--- config.mk ---
export PLATFORM = sky130hd
export DESIGN_NAME = gcd_job_initiator
export DESIGN_NICKNAME = d
export VERILOG_FILES = /design/src/rtl/gcd_pkg.sv /design/src/rtl/gcd_pair_fifo.sv /design/src/rtl/gcd_job_initiator.sv
export SDC_FILE = /design/constraint.sdc
export NUM_CORES = 1
export LEC_CHECK = 0
export BUFFER_PORTS_ARGS = -buffer_cell sky130_fd_sc_hd__buf_2
export CAP_MARGIN = 10
export CORE_MARGIN = 5
export CORE_UTILIZATION = 59
export CTS_BUF_LIST = sky130_fd_sc_hd__clkbuf_2 sky130_fd_sc_hd__clkbuf_4 sky130_fd_sc_hd__clkbuf_8
export CTS_CLUSTER_DIAMETER = 30
export CTS_CLUSTER_SIZE = 12
export DETAILED_ROUTE_END_ITERATION = 10
export GPL_TIMING_DRIVEN = 0
export PLACE_DENSITY = 0.82
export SLEW_MARGIN = 20
export SYNTH_ARGS = -nofsm -noshare
export SYNTH_HDL_FRONTEND = slang
export SYNTH_SLANG_ARGS = --single-unit
--- constraint.sdc ---
create_clock -name clk -period 3.19 [get_ports clk]
set_input_delay 0.1595 -clock clk [delete_from_list [all_inputs] [get_ports clk]]
set_output_delay 0.1595 -clock clk [all_outputs]
set_load 0.02 [all_outputs]
--- src/rtl/gcd_pkg.sv ---
// Shared definitions for the GCD job initiator: default operand width,
// dispatcher FSM state encoding and the operand-pair record.
package gcd_pkg;

    localparam int GCD_WIDTH = 16;

    typedef enum logic [1:0] {
        ST_IDLE    = 2'd0,
        ST_ISSUE   = 2'd1,
        ST_WAIT    = 2'd2,
        ST_DELIVER = 2'd3
    } gcd_state_e;

    typedef struct packed {
        logic [GCD_WIDTH-1:0] a;
        logic [GCD_WIDTH-1:0] b;
    } gcd_pair_t;

endpackage

--- src/rtl/gcd_pair_fifo.sv ---
// Synchronous operand-pair FIFO. Head is read combinationally so the
// dispatcher can inspect and pop the oldest pair in the same cycle.
// Pointers carry one extra wrap bit to tell full from empty.
module gcd_pair_fifo
    import gcd_pkg::*;
#(
    parameter int WIDTH = GCD_WIDTH,
    parameter int DEPTH = 4
) (
    input  logic             clk,
    input  logic             rst,
    input  logic             push,
    input  logic [WIDTH-1:0] push_a,
    input  logic [WIDTH-1:0] push_b,
    input  logic             pop,
    output logic [WIDTH-1:0] head_a,
    output logic [WIDTH-1:0] head_b,
    output logic             full,
    output logic             empty
);

    localparam int AW = $clog2(DEPTH);

    logic [WIDTH-1:0] mem_a [DEPTH];
    logic [WIDTH-1:0] mem_b [DEPTH];
    logic [AW:0]      wr_ptr;
    logic [AW:0]      rd_ptr;
    logic             do_push;
    logic             do_pop;

    assign empty   = (wr_ptr == rd_ptr);
    assign full    = (wr_ptr[AW] != rd_ptr[AW]) && (wr_ptr[AW-1:0] == rd_ptr[AW-1:0]);
    assign do_pop  = pop && !empty;
    // A push while full is only legal if the head leaves in the same cycle.
    assign do_push = push && (!full || do_pop);

    assign head_a = mem_a[rd_ptr[AW-1:0]];
    assign head_b = mem_b[rd_ptr[AW-1:0]];

    // Pointer update; reset discards every buffered pair.
    always_ff @(posedge clk) begin
        if (rst) begin
            wr_ptr <= '0;
            rd_ptr <= '0;
        end else begin
            if (do_push) wr_ptr <= wr_ptr + 1'b1;
            if (do_pop)  rd_ptr <= rd_ptr + 1'b1;
        end
    end

    // Storage write; contents need no reset since pointers gate visibility.
    always_ff @(posedge clk) begin
        if (do_push) begin
            mem_a[wr_ptr[AW-1:0]] <= push_a;
            mem_b[wr_ptr[AW-1:0]] <= push_b;
        end
    end

endmodule

--- src/rtl/gcd_job_initiator.sv ---
// GCD engine initiator: buffers operand pairs, dispatches one job at a time
// over the go/done handshake, and returns results in request order.
// Zero-operand pairs are answered locally (the engine never terminates on 0).
// Optional engine watchdog: define GCD_INIT_TIMEOUT_EN.
module gcd_job_initiator
    import gcd_pkg::*;
#(
    parameter int WIDTH   = GCD_WIDTH,
    parameter int DEPTH   = 4,
    parameter int TIMEOUT = 1024
) (
    input  logic             clk,
    input  logic             rst,
    input  logic             req_valid,
    output logic             req_ready,
    input  logic [WIDTH-1:0] req_a,
    input  logic [WIDTH-1:0] req_b,
    output logic             eng_go,
    output logic [WIDTH-1:0] eng_in1,
    output logic [WIDTH-1:0] eng_in2,
    input  logic [WIDTH-1:0] eng_out,
    input  logic             eng_done,
    output logic             res_valid,
    input  logic             res_ready,
    output logic [WIDTH-1:0] res_data,
    output logic             res_err,
    output logic             busy
);

    localparam logic [1:0] IDLE    = 2'(ST_IDLE);
    localparam logic [1:0] ISSUE   = 2'(ST_ISSUE);
    localparam logic [1:0] WAIT    = 2'(ST_WAIT);
    localparam logic [1:0] DELIVER = 2'(ST_DELIVER);

    if (DEPTH < 2 || (DEPTH & (DEPTH - 1)) != 0) begin : g_bad_depth
        $error("gcd_job_initiator: DEPTH must be a power of two >= 2");
    end
    if (TIMEOUT < 1) begin : g_bad_timeout
        $error("gcd_job_initiator: TIMEOUT must be >= 1");
    end

    logic [1:0]       state;
    logic [WIDTH-1:0] head_a;
    logic [WIDTH-1:0] head_b;
    logic             fifo_full;
    logic             fifo_empty;
    logic             fifo_pop;
    logic             head_zero;
    logic             wd_abort;

    assign req_ready = !fifo_full;
    assign fifo_pop  = (state == IDLE) && !fifo_empty;
    assign head_zero = (head_a == '0) || (head_b == '0);
    assign eng_go    = (state == ISSUE);
    assign res_valid = (state == DELIVER);
    assign busy      = !fifo_empty || (state != IDLE);

    gcd_pair_fifo #(
        .WIDTH (WIDTH),
        .DEPTH (DEPTH)
    ) u_fifo (
        .clk    (clk),
        .rst    (rst),
        .push   (req_valid && req_ready),
        .push_a (req_a),
        .push_b (req_b),
        .pop    (fifo_pop),
        .head_a (head_a),
        .head_b (head_b),
        .full   (fifo_full),
        .empty  (fifo_empty)
    );

`ifdef GCD_INIT_TIMEOUT_EN
    localparam int             CW      = $clog2(TIMEOUT + 1);
    localparam logic [CW-1:0]  WD_LAST = CW'(TIMEOUT - 1);

    logic [CW-1:0] wd_cnt;

    // Abort once the engine has spent TIMEOUT cycles in WAIT without done.
    assign wd_abort = (state == WAIT) && !eng_done && (wd_cnt == WD_LAST);

    // Watchdog counter and error flag; flag is re-decided at every dispatch.
    always_ff @(posedge clk) begin
        if (rst) begin
            wd_cnt  <= '0;
            res_err <= 1'b0;
        end else begin
            if (state == ISSUE)
                wd_cnt <= '0;
            else if (state == WAIT)
                wd_cnt <= wd_cnt + 1'b1;

            if (fifo_pop)
                res_err <= 1'b0;
            else if (wd_abort)
                res_err <= 1'b1;
        end
    end
`else
    assign wd_abort = 1'b0;
    assign res_err  = 1'b0;
`endif

    // Dispatcher FSM: operands and result are registered so they stay stable
    // across the engine run and the downstream stall respectively.
    always_ff @(posedge clk) begin
        if (rst) begin
            state    <= IDLE;
            eng_in1  <= '0;
            eng_in2  <= '0;
            res_data <= '0;
        end else begin
            case (state)
                IDLE: begin
                    if (!fifo_empty) begin
                        if (head_zero) begin
                            // gcd(x,0)=x and gcd(0,0)=0, so OR gives the answer.
                            res_data <= head_a | head_b;
                            state    <= DELIVER;
                        end else begin
                            eng_in1 <= head_a;
                            eng_in2 <= head_b;
                            state   <= ISSUE;
                        end
                    end
                end
                // Done seen here may be stale from the previous job; skip it.
                ISSUE: state <= WAIT;
                WAIT: begin
                    if (eng_done) begin
                        res_data <= eng_out;
                        state    <= DELIVER;
                    end else if (wd_abort) begin
                        res_data <= '0;
                        state    <= DELIVER;
                    end
                end
                DELIVER: begin
                    if (res_ready) state <= IDLE;
                end
                default: state <= IDLE;
            endcase
        end
    end

endmodule

======== Yosys cells after proc, flatten, opt, wreduce, memory -nomap -nowiden ========
Memory sizes are Yosys's and may differ from the RTL's. A register that Yosys moved wholly into a read port is not among the register bits.
Cells that the tools add are included.
cells by class
  add/subtract/negate cells ............... 2
  multiply operators ...................... 0
  magnitude comparators ................... 0
  shift operators ......................... 0
  divide/modulo/power cells ............... 0
  reduce and logical (&&, ||, !) cells .... 18
  bitwise gates (word level) .............. 3
  muxes and demuxes ....................... 15
  equal/unequal tests ..................... 10
operator list
  operator                                                number
  2-to-1 mux 16 bit                                       3
  logical NOT 16 bit                                      2
  one-hot mux 16 bit (2 select lines)                     1
  2-to-1 mux 2 bit                                        8
  OR 16 bit                                               1
  one-hot mux 2 bit (4 select lines)                      1
  adder 3 x 1 -> 3 bit (second input constant)            2
  inequality test 2 bit (second input constant)           3
  AND reduction 3 bit                                     2
  logical AND 1 bit                                       5
  == test 2 bit (second input constant)                   2
  AND reduction 4 bit                                     1
  nonzero test 2 bit                                      2
  == test 3 bit                                           1
  logical OR 1 bit                                        3
  == test 2 x 1 -> 1 bit (second input constant)          1
  == test 2 bit                                           1
  logical NOT 1 bit                                       2
  logical NOT 2 bit                                       1
  2-to-1 mux 1 bit                                        2
  inequality test 2 x 1 -> 1 bit (second input constant)  1
  inverter 1 bit                                          2
  inequality test 1 bit                                   1
storage, ports and cells
  register bits ........................... 56
  memories ................................ 2
  bits in latches ......................... 0
  bits in writable memories ............... 128
  output and inout port bits .............. 53
  memory bits (read-only) ................. 0
  input port bits ......................... 53
memory list
  memory        words  bits a word  rd ports  clocked after Yosys merged registers in  wr ports  line                 RTL
  u_fifo.mem_a  4      16           1         1                                        1         gcd_pair_fifo.sv:24  logic [WIDTH-1:0] mem_a [DEPTH];
  u_fifo.mem_b  4      16           1         1                                        1         gcd_pair_fifo.sv:25  logic [WIDTH-1:0] mem_b [DEPTH];

======== Depth between registers and ports, before layout ========
Gate-level depths: netlist of the first run.
  depth after elaboration ................. 8
  depth in mapped cells ................... 9
  gate-level depth less buffers ........... 7

======== By module ========
Synthesis of the first run repeated with hierarchy kept, for this count alone.
second synthesis, totals
  cells, all modules ...................... 559
  area, all modules ....................... 7993.9 um2
by module, submodules not included
  module             instances  area each (um2)  cells an instance
  gcd_pair_fifo      1          5144.9           222
  gcd_job_initiator  1          2849.0           337

======== Least setup slack after synthesis of the first run ========
Ideal clock, no wire load.
  path kind ............................... register -> register
  from .................................... register (tool-made name)
  to ...................................... register res_data[10]
  setup time .............................. 0.122 ns
  required time ........................... 3.068 ns
  arrival ................................. 2.342 ns
  clock period less this slack ............ 2.464 ns
  path slack .............................. 0.726 ns
  cell stages (with the launch flop) ...... 10
  cells stage by stage .................... dfxtp_1 -> buf_6 -> buf_6 -> mux4_2 -> nor4_4 -> and4_1 -> buf_2 -> nor4_4 -> buf_6 -> a221o_1
RTL lines
  what                  line                      RTL
  to (signal assigned)  gcd_job_initiator.sv:119  res_data <= head_a | head_b;
  to (signal assigned)  gcd_job_initiator.sv:132  res_data <= eng_out;
  to (decl)             gcd_job_initiator.sv:25   output logic [WIDTH-1:0] res_data,

==> key figures, run 1 <==
Placement
  • Buffers on Ports: 103
  • Pre-CTS setup slack: ~120 ps
  • Routability cong.: 0.918
  • Dpl cells: 833
  • DP HPWL: 13600 um

Route
  • Antenna viol nets, final: 0
  • Remaining DRCs: 0
  • Drt pass-1 iters: 5
  • Vias: 5535
  • Vias per Instance: ~6.2
  • Total routed wirelength: about 19000 um
  • Avg WL per Cell: 21.1 um
  • Initial DRC Count: about 600

Die
  • Core area: 0.0131 sq mm
  • Initial cell density of the core: 0.594
  • Die Area: 0.0156 sq mm
  • Die Width: 125 um
  • Row cnt: 42
  • # IOs: 106
  • Die H: 125 um

Setup path
  • Worst-path maximum fanout: 10
  • Setup crit start kind: flip-flop
  • Flop2flop setup slack: 200 ps
  • Worst R2R End: res_data[12]
  • Worst Path Required: 3580 ps
  • Critical path endpoint: res_data[12]
  • CP Capture Type: flip-flop
  • Worst Path Arrival: 3380 ps
  • Worst Reg-to-Reg Cells: 8
  • Critical path class: reg2reg

Timing
  • Final setup vio count: 0
  • Fmax: 334 MHz
  • Final WS setup: about 200 ps
  • Max Transition Viols Final: 0
  • Slew margin rel.: 0.537
  • Setup TNS Final: 0 ps
  • Final Skew: 18.0 ps
  • Crit path time final: 2990 ps
  • RSZ-0062 raised after global routing: false
  • Final Hold Vio Count: 0
  • Period utilization: 0.938
  • Worst slew pin tran: ~690 ps

Clock network
  • CTS tree: yes
  • Reg clk slew, reported paths: about 100 ps
  • Clock sink total: 186
  • H-tree depth: 4
  • Later-pin clock latency in the skew report: between 400 and 500 ps
  • Root Driver: clkbuf_8
  • Num CTS Buffers: 17
  • Post-CTS Setup Bufs: 0
  • Max clock buf depth: 2

Yosys
  • Dominant synthesized flop cell: edfxtp_1
  • Xor and xnor area share after synthesis: 0.0101
  • Synthesized area per cell: 14.1 sq um
  • Synth unique cells: 36
  • Syn_nets: 613
  • Post-synthesis sequential area ratio: 0.644
  • Synth Cell Area: around 0.008 sq mm
  • Complex-gate fraction of the synthesized area: 0.113
  • #FFs+latches synth: 186
  • Ys Warns: 0
  • Gate Count Post-Synth: 550
  • Share of the synthesized area in the top cell type: 0.495
  • Cell taking the most area after synthesis: edfxtp_1
  • Synth area leaders: edfxtp_1, dfxtp_1, mux4_2, a21oi_1, o31ai_1
  • Largest family of logic cells by synthesized area: compound AO/OA/AOI/OAI gates
  • Post-synth ARST share: 0
  • Mux contribution to synthesized area: 0.0928
  • Post-synthesis simple-gate area fraction: 0.0894
  • Post-synth EDFFs: 128
  • Synth Area in Adders: 0.0161

Power and ir drop
  • PD cells: 769 mW/mm^2
  • Leakage Power: between 3 and 4 nW
  • Maximum vdd ir drop: about 0.00046 V

Cells and area
  • Diodes inserted: 0
  • Most frequent cells in the layout: edfxtp_1, buf_2, dfxtp_1, a21oi_1, nand2_1
  • P&R area growth vs syn: 19.1%
  • Fin nets: between 700 and 800
  • Layout cells sized above 1: 0.282
  • Commonest non-fill, non-tap cell in the layout: edfxtp_1
  • Non-filler cells, final: 897
  • Final core utilization: 0.707

GRT
  • Global-route wire length before repair: 29600 um
  • Via count of the first global-routing pass: 5666
  • Antenna violations before repair: 0
  • Largest net degree at the start of global routing: 29
  • Global Route Usage Sum: 0.244
  • Grt ovf: 0

Hold path
  • Hold Path Class: in2reg

Outcome
  • Run status: finished, final reports clean

Job
  • Max cap viols: 0
## cells by family (layout without fill, tap and decap cells)
kind of cell / Yosys count / after routing
xor gates and xnor gates: 9 / 9
DFF: 186 / 186
buffers and inverters: 54 / 225
other: 1 / 1
and+or+nand+nor: 121 / 121
muxes: 32 / 32
adders and majority gates: 10 / 10
AOI/OAI and AO/OA: 137 / 137
## sequential cells by signal (all words and copies together), names as in the netlist, named ones only
| register | cells |
|---|---|
| eng_in1 | 16 |
| eng_in2 | 16 |
| res_data | 16 |
| state | 2 |
| u_fifo.mem_a | 64 |
| u_fifo.mem_b | 64 |
| u_fifo.rd_ptr | 3 |
| u_fifo.wr_ptr | 3 |
## how the worst min path moves through the flow
stage	to	from	cells after the start	slack [ps]
2_1_floorplan	u_fifo.mem_a[0][0]	req_a[0]	0	260
3_3_place_gp	u_fifo.mem_a[1][15]	req_a[15]	1	370
3_5_place_dp	u_fifo.mem_a[3][14]	req_a[14]	1	370
4_1_cts	res_data[3]	eng_out[3]	4	30
5_1_grt	res_data[1]	eng_out[1]	4	50
6_report	res_data[3]	eng_out[3]	4	40
## through the flow
step,area (sq um),hold slack (ps),power [mW]
after floorplan,7770,258,4.88
after global placement,8500,369,5.62
after detailed placement,8590,375,5.73
after CTS,9240,29.2,7.08
after global routing,9250,46.4,7.44
final,9250,44.3,7.11
## power by group
| part | switching (mW) | leakage, nW | internal, mW |
|---|---|---|---|
| Combinational | 1.68 | 1.51 | 0.985 |
| Sequential | 0.215 | 1.65 | 2.88 |
| Clock | 0.800 | 0.168 | 0.546 |
## final cells by class
class                           instances  area [sq um]
Sequential cell                       186          5000
Fill cell                             850          3840
Multi-Input combinational cell        310          2510
Timing Repair Buffer                  139           916
Clock buffer                           19           249
Buffer                                 47           241
Tap cell                              176           220
Clock inverter                         13          78.8
Inverter                                7          26.3
## worst max-delay path: stages, from the launching register on
cell      delay, ps
dfxtp_1         340
buf_6           150
buf_6           190
mux4_2          560
nor4_1          510
nand4_2         310
a211oi_4        490
buf_6           210
a221o_1         160
## repair_timing
item / CTS / global route
endpoints found under the setup margin: 0 / 16
hold buffers: 32 / 0
gates resized for setup: 0 / 3
hold endpoints to repair: 128 / 0
## Yosys cell counts, types with 3 or more instances
| cell | n |
|---|---|
| buf_6 | 6 |
| dfxtp_1 | 58 |
| nand2b_1 | 3 |
| a221o_1 | 16 |
| nor4_4 | 4 |
| o31ai_1 | 32 |
| nand4_1 | 32 |
| o21ai_0 | 32 |
| ha_1 | 10 |
| nor4_2 | 4 |
| buf_1 | 3 |
| edfxtp_1 | 128 |
| inv_1 | 7 |
| xor2_1 | 4 |
| and2_1 | 4 |
| clkbuf_1 | 29 |
| nor2_1 | 28 |
| xnor2_1 | 5 |
| a21oi_1 | 51 |
| nand2_1 | 37 |
| buf_2 | 7 |
| mux4_2 | 32 |
## metal layers
metal / part of all wire / vias up / GRT usage / wire length [um]
li1: - / 2469 / - / -
met1: 0.39 / 2643 / 0.316 / 7410
met2: 0.48 / 359 / 0.390 / 9080
met3: 0.095 / 64 / 0.0639 / 1790
met4: 0.035 / 0 / 0.106 / 657
met5: 0 / - / 0 / 0
(Power assumes the default switching activity.)
==> run 2, diff against run 1 <==
--- a/config.mk
+++ b/config.mk
@@ -14,6 +14,7 @@
 export CTS_CLUSTER_SIZE = 12
 export DETAILED_ROUTE_END_ITERATION = 10
 export GPL_TIMING_DRIVEN = 0
+export HOLD_SLACK_MARGIN = 0.06
 export PLACE_DENSITY = 0.82
 export SLEW_MARGIN = 20
 export SYNTH_ARGS = -nofsm -noshare
==> run 2 against run 1 <==
  * Fmax is 0.29% higher
  * Clock-buffer cell count did not move
  * Die area unchanged
  * Hold slack better by 33 ps
  * Register-to-register slack barely moved
  * Critical endpoint unchanged
==> key figures, run 2 (synthesis results as in run 1) <==
Outcome
  • Run status: finished, final reports clean

Placement
  • Buffers on Ports: 103
  • Dpl cells: between 800 and 900
  • Routability cong.: 0.918
  • DP HPWL: 13600 um
  • Placed cell area: 0.00859 sq mm

Die
  • Die H: 125 um
  • Row cnt: 42
  • Initial cell density of the core: 0.594
  • Die Area: approximately 0.016 sq mm
  • Die Width: roughly 120 um
  • Core area: 0.0131 sq mm
  • # IOs: approximately 110

Cells and area
  • Layout cells sized above 1: 0.278
  • Most frequent cells in the layout: edfxtp_1, buf_2, dfxtp_1, a21oi_1, dlygate4sd3_1
  • Fin nets: 780
  • Fillers: 834
  • Non-filler cells, final: 906
  • Diodes inserted: 0
  • Commonest non-fill, non-tap cell in the layout: edfxtp_1
  • P&R area growth vs syn: 20.2%
  • Final Instance Area: just over 0.009 sq mm

Power and ir drop
  • Maximum vdd ir drop: 0.000462 V
  • PD cells: 763 mW/mm^2
  • Leakage Power: 3.37 nW

Setup path
  • Flop2flop setup slack: 210 ps
  • Crit path cell chain: buf_6, buf_6, mux4_2, nor4_1, nand4_2, a211oi_4, buf_6, a221o_1
  • Critical path class: reg2reg
  • Worst path max stage delay: around 560 ps
  • Crit path max-delay cell type: mux4_2
  • Setup crit start kind: flip-flop
  • Worst Path Arrival: 3370 ps
  • Cell mode on critical path: buf_6
  • Worst Path Required: 3580 ps
  • CP Capture Type: flip-flop
  • Worst-path maximum fanout: 10

Job
  • Max cap viols: 0

Timing
  • Final setup vio count: 0
  • Period utilization: 0.935
  • Fmax: 335 MHz
  • RSZ-0062 raised after global routing: false
  • Crit path time final: 2980 ps
  • Final Skew: 22.9 ps
  • Max Transition Viols Final: 0
  • Setup TNS Final: 0 ps
  • Final Hold Vio Count: 0
  • Worst slew pin tran: slightly below 700 ps
  • Slew margin rel.: 0.538

Clock network
  • Max clock buf depth: 2
  • H-tree depth: 4
  • CTS tree: yes
  • Num CTS Buffers: 17
  • Root Driver: clkbuf_8
  • Post-CTS Setup Bufs: 0
  • Clock sink total: 186
  • Later-pin clock latency in the skew report: 470 ps
  • Reg clk slew, reported paths: about 110 ps

Hold path
  • Hold Path Class: in2reg

GRT
  • Via count of the first global-routing pass: 5699
  • Antenna violations before repair: 0
  • Global-route wire length before repair: about 30000 um
  • Largest net degree at the start of global routing: 29
  • Global Route Usage Sum: 0.245
  • Grt ovf: 0

Route
  • Antenna viol nets, final: 0
  • Avg WL per Cell: 21.0 um
  • Drt pass-1 iters: 5
  • Total routed wirelength: 19100 um
  • Remaining DRCs: 0
  • Vias per Instance: around 6.2
  • Vias: 5604
  • Initial DRC Count: 607
## run 2: cell type report
type / instances / area [sq um] / share of cell area
buffer: 47 / 241 / 0.0259
clock buffer: 19 / 249 / 0.0267
clock inverter: 13 / 78.8 / 0.00844
inverter: 7 / 26.3 / 0.00281
multi-input combinational: 310 / 2510 / 0.269
sequential: 186 / 5000 / 0.536
tap: 176 / 220 / 0.0236
timing repair buffer: 148 / 1010 / 0.108
## run 2: path summary, 6_finish.rpt
kind / to / depth (start not counted) / startpoint
worst min-delay path: res_data[4] / 4 / eng_out[4]
worst max register to register: res_data[12] / 8 / flip-flop
worst max-delay path: res_data[12] / 8 / flip-flop
worst min register to register: eng_in1[0] / 2 / eng_in1[0]
## run 2: worst max-delay path, delay by kind of cell, from the launching register on
family	cells	cell delay, ps
and+or+nand+nor	2	810
AOI/OAI and AO/OA	2	640
muxes	1	560
buffers and inverters	3	550
DFF	1	340
## run 2: routing by layer
metal  track usage  routed length (um)  up-vias
li1              -                   -     2485
met3        0.0652                1720       72
met1         0.317                7510     2670
met5             0                   0        -
met2         0.392                9120      377
met4         0.106                 701        0
## run 2: repair_timing
item,in CTS,in global routing
resized for setup,0,3
endpoints found under the setup margin,0,16
hold buffers,41,0
hold endpoints to repair,137,0
## run 2: power breakdown
group / internal [mW] / leakage [nW] / switching, mW
clock network: 0.546 / 0.168 / 0.802
registers: 2.88 / 1.65 / 0.213
logic: 0.992 / 1.55 / 1.69
## run 2: metrics by stage
stage	utilization	total power, mW	worst slack [ps]	hold WS (ps)
6_report	0.714	7.13	207	77.6
5_1_grt	0.714	7.45	45.7	68.9
4_1_cts	0.713	7.08	79.4	62.7
3_5_place_dp	0.656	5.73	119	375
3_3_place_gp	0.650	5.62	125	369
2_1_floorplan	-	4.88	726	258
==> run 3, diff against run 2 <==
--- a/config.mk
+++ b/config.mk
@@ -16,6 +16,7 @@
 export GPL_TIMING_DRIVEN = 0
 export HOLD_SLACK_MARGIN = 0.06
 export PLACE_DENSITY = 0.82
+export REMOVE_ABC_BUFFERS = 1
 export SLEW_MARGIN = 20
 export SYNTH_ARGS = -nofsm -noshare
 export SYNTH_HDL_FRONTEND = slang
==> constraint.sdc (replaced) <==
create_clock -name clk -period 2.8 [get_ports clk]
set_input_delay 0.14 -clock clk [delete_from_list [all_inputs] [get_ports clk]]
set_output_delay 0.14 -clock clk [all_outputs]
set_load 0.02 [all_outputs]
==> run 3 against run 2 <==
  * The flow now finishes with violations (setup timing)
  * Clock skew is 14 ps lower
  * Clock-buffer cell count up 3
  * Global-route usage is 2.8 points higher
  * Combinational power grew 21%
  * Fmax grew 4.2%
  * Sequential share of layout area decreased by 1.8 points
  * Routed wire length up 13%
  * Die area stayed put
  * First-iteration DRC count increased by 64%
  * Power grew 22%
  * Critical path type unchanged
  * Critical endpoint is now res_data[9]
  * Largest cell class unchanged
==> key figures, run 3 (synthesis results as in run 1) <==
Setup path
  • Cell mode on critical path: buf_4
  • CP Depth: 8
  • Crit path max-delay family: simple AND/OR/NAND/NOR gates
  • Worst path bufs/invs: 3
  • Worst-path maximum fanout: 16
  • CP Capture Type: flip-flop
  • Worst Reg-to-Reg Cells: 8
  • Setup crit start kind: flip-flop
  • Worst path max stage delay: 940 ps
  • Crit path cell chain: buf_4, buf_4, mux4_2, nor4_4, buf_4, and4_4, nor4_4, a221o_1
  • Worst Path Required: 3190 ps
  • Worst Path Arrival: roughly 3300 ps
  • Crit path max-delay cell type: nor4_4
  • Critical path class: reg2reg

Die
  • Die H: 125 um
  • Core area: 0.0131 sq mm
  • Row cnt: between 40 and 50
  • Die Area: 0.0156 sq mm
  • Initial cell density of the core: 0.594
  • Die Width: 125 um
  • # IOs: ~110

Placement
  • DP HPWL: 11900 um
  • Routability cong.: 0.835
  • Buffers on Ports: 104

Timing
  • Fmax: 349 MHz
  • Setup TNS Final: -256 ps
  • Max Transition Viols Final: 0
  • Final Hold Vio Count: 0
  • Hold Worst Slack: 99.0 ps
  • Worst slew pin tran: 1160 ps
  • Final Skew: between 9 and 10 ps
  • Final WS setup: -62.3 ps
  • Slew margin rel.: 0.219
  • Final setup vio count: 14
  • Period utilization: 1.02
  • Crit path time final: approximately 2900 ps

Power and ir drop
  • Maximum vdd ir drop: 0.000445 V
  • Leakage Power: 3.51 nW
  • PD cells: roughly 900 mW/mm^2

Cells and area
  • Diodes inserted: 0
  • Fillers: approximately 760
  • Final core utilization: 0.739
  • Commonest non-fill, non-tap cell in the layout: edfxtp_1
  • Layout cells sized above 1: 0.312
  • Fin nets: 767
  • Most frequent cells in the layout: edfxtp_1, buf_2, dfxtp_1, a21oi_1, dlygate4sd3_1
  • P&R area growth vs syn: 24.5%

Clock network
  • Num CTS Buffers: 17
  • Reg clk slew, reported paths: 90 ps
  • Max clock buf depth: 2
  • CTS tree: yes
  • Later-pin clock latency in the skew report: 460 ps
  • Root Driver: clkbuf_8
  • H-tree depth: 4
  • Clock sink total: roughly 190

Route
  • DR top layer: met5
  • Vias per Instance: 6.67
  • Routed wl met2: 10500 um
  • Remaining DRCs: 0
  • Initial DRC Count: 993
  • Vias: roughly 6000
  • Total routed wirelength: 21500 um
  • Post-Route M1 WL: 7410 um
  • DR WL met3: 2460 um
  • Drt pass-1 iters: 7
  • Antenna viol nets, final: 0
  • Avg WL per Cell: 24.1 um

GRT
  • Global Route Usage Sum: 0.273
  • Global-route wire length before repair: 32700 um
  • Antenna violations before repair: 1
  • Largest net degree at the start of global routing: 61
  • Grt ovf: 0
  • Via count of the first global-routing pass: 6107

Job
  • Max cap viols: 0

Hold path
  • Hold Path Class: in2reg
  • Hold depth: 5

Outcome
  • Run status: finished, violations left
  • Failing checks: setup timing
## run 3: cell types whose count changed in the layout (fill, tap and decap cells not counted), moves of 5 or more
cell / previous run / this run
clkbuf_1: 29 / 0
nor4_4: 4 / 9
buf_4: 2 / 18
clkinv_2: 5 / 0
buf_16: 0 / 5
buf_2: 110 / 105
buf_6: 6 / 0
dlygate4sd3_1: 41 / 47
## run 3: timing repair
action,CTS,global route
resized for setup,13,4
setup buffers,13,7
hold endpoints to repair,143,0
gates cloned,4,0
endpoints found under the setup margin,49,49
pin swaps,6,7
hold buffers,47,0
## run 3: layout make-up
type	instances	area (sq um)	share of cell area
inverter	7	26.3	0.00272
multi-input combinational	314	2660	0.275
clock buffer	22	284	0.0294
clock inverter	10	140	0.0145
sequential	186	5010	0.518
tap	176	220	0.0228
timing repair buffer	178	1330	0.137
## run 3: tightest hold or removal path: stages
cell and delay (ps):
buf_2 100, inv_1 40, a21oi_1 100, nand2_1 70, o32ai_1 70
## run 3: power by group
part | leakage, nW | internal, mW | total (mW) | switching (mW)
Combinational | 1.64 | 1.21 | 3.25 | 2.04
Clock | 0.216 | 0.963 | 1.89 | 0.925
Sequential | 1.65 | 3.29 | 3.54 | 0.248
Total | 3.51 | 5.47 | 8.68 | 3.21
## run 3: final timing paths
path,from,to,slack (ps)
hold reg to reg,eng_in2[1],eng_in2[1],490
setup reg to reg,flip-flop,res_data[9],-60
setup / recovery,flip-flop,res_data[9],-60
hold / removal,res_ready,state[1],100
## run 3: stage by stage
stage	total power, mW	std cells	cell area (sq um)	setup slack (ps)
3_3_place_gp	6.20	783	8270	-2580
3_5_place_dp	6.38	790	8440	-1440
6_report	8.68	893	9670	-62.3
2_1_floorplan	5.41	503	7530	-1240
5_1_grt	9.03	893	9670	-21.0
4_1_cts	8.51	886	9600	15.9
## run 3: routing by layer
metal | track usage | up-vias
li1 | - | 2477
met4 | 0.155 | 2
met2 | 0.444 | 514
met1 | 0.331 | 2833
met5 | 0 | -
met3 | 0.0712 | 127
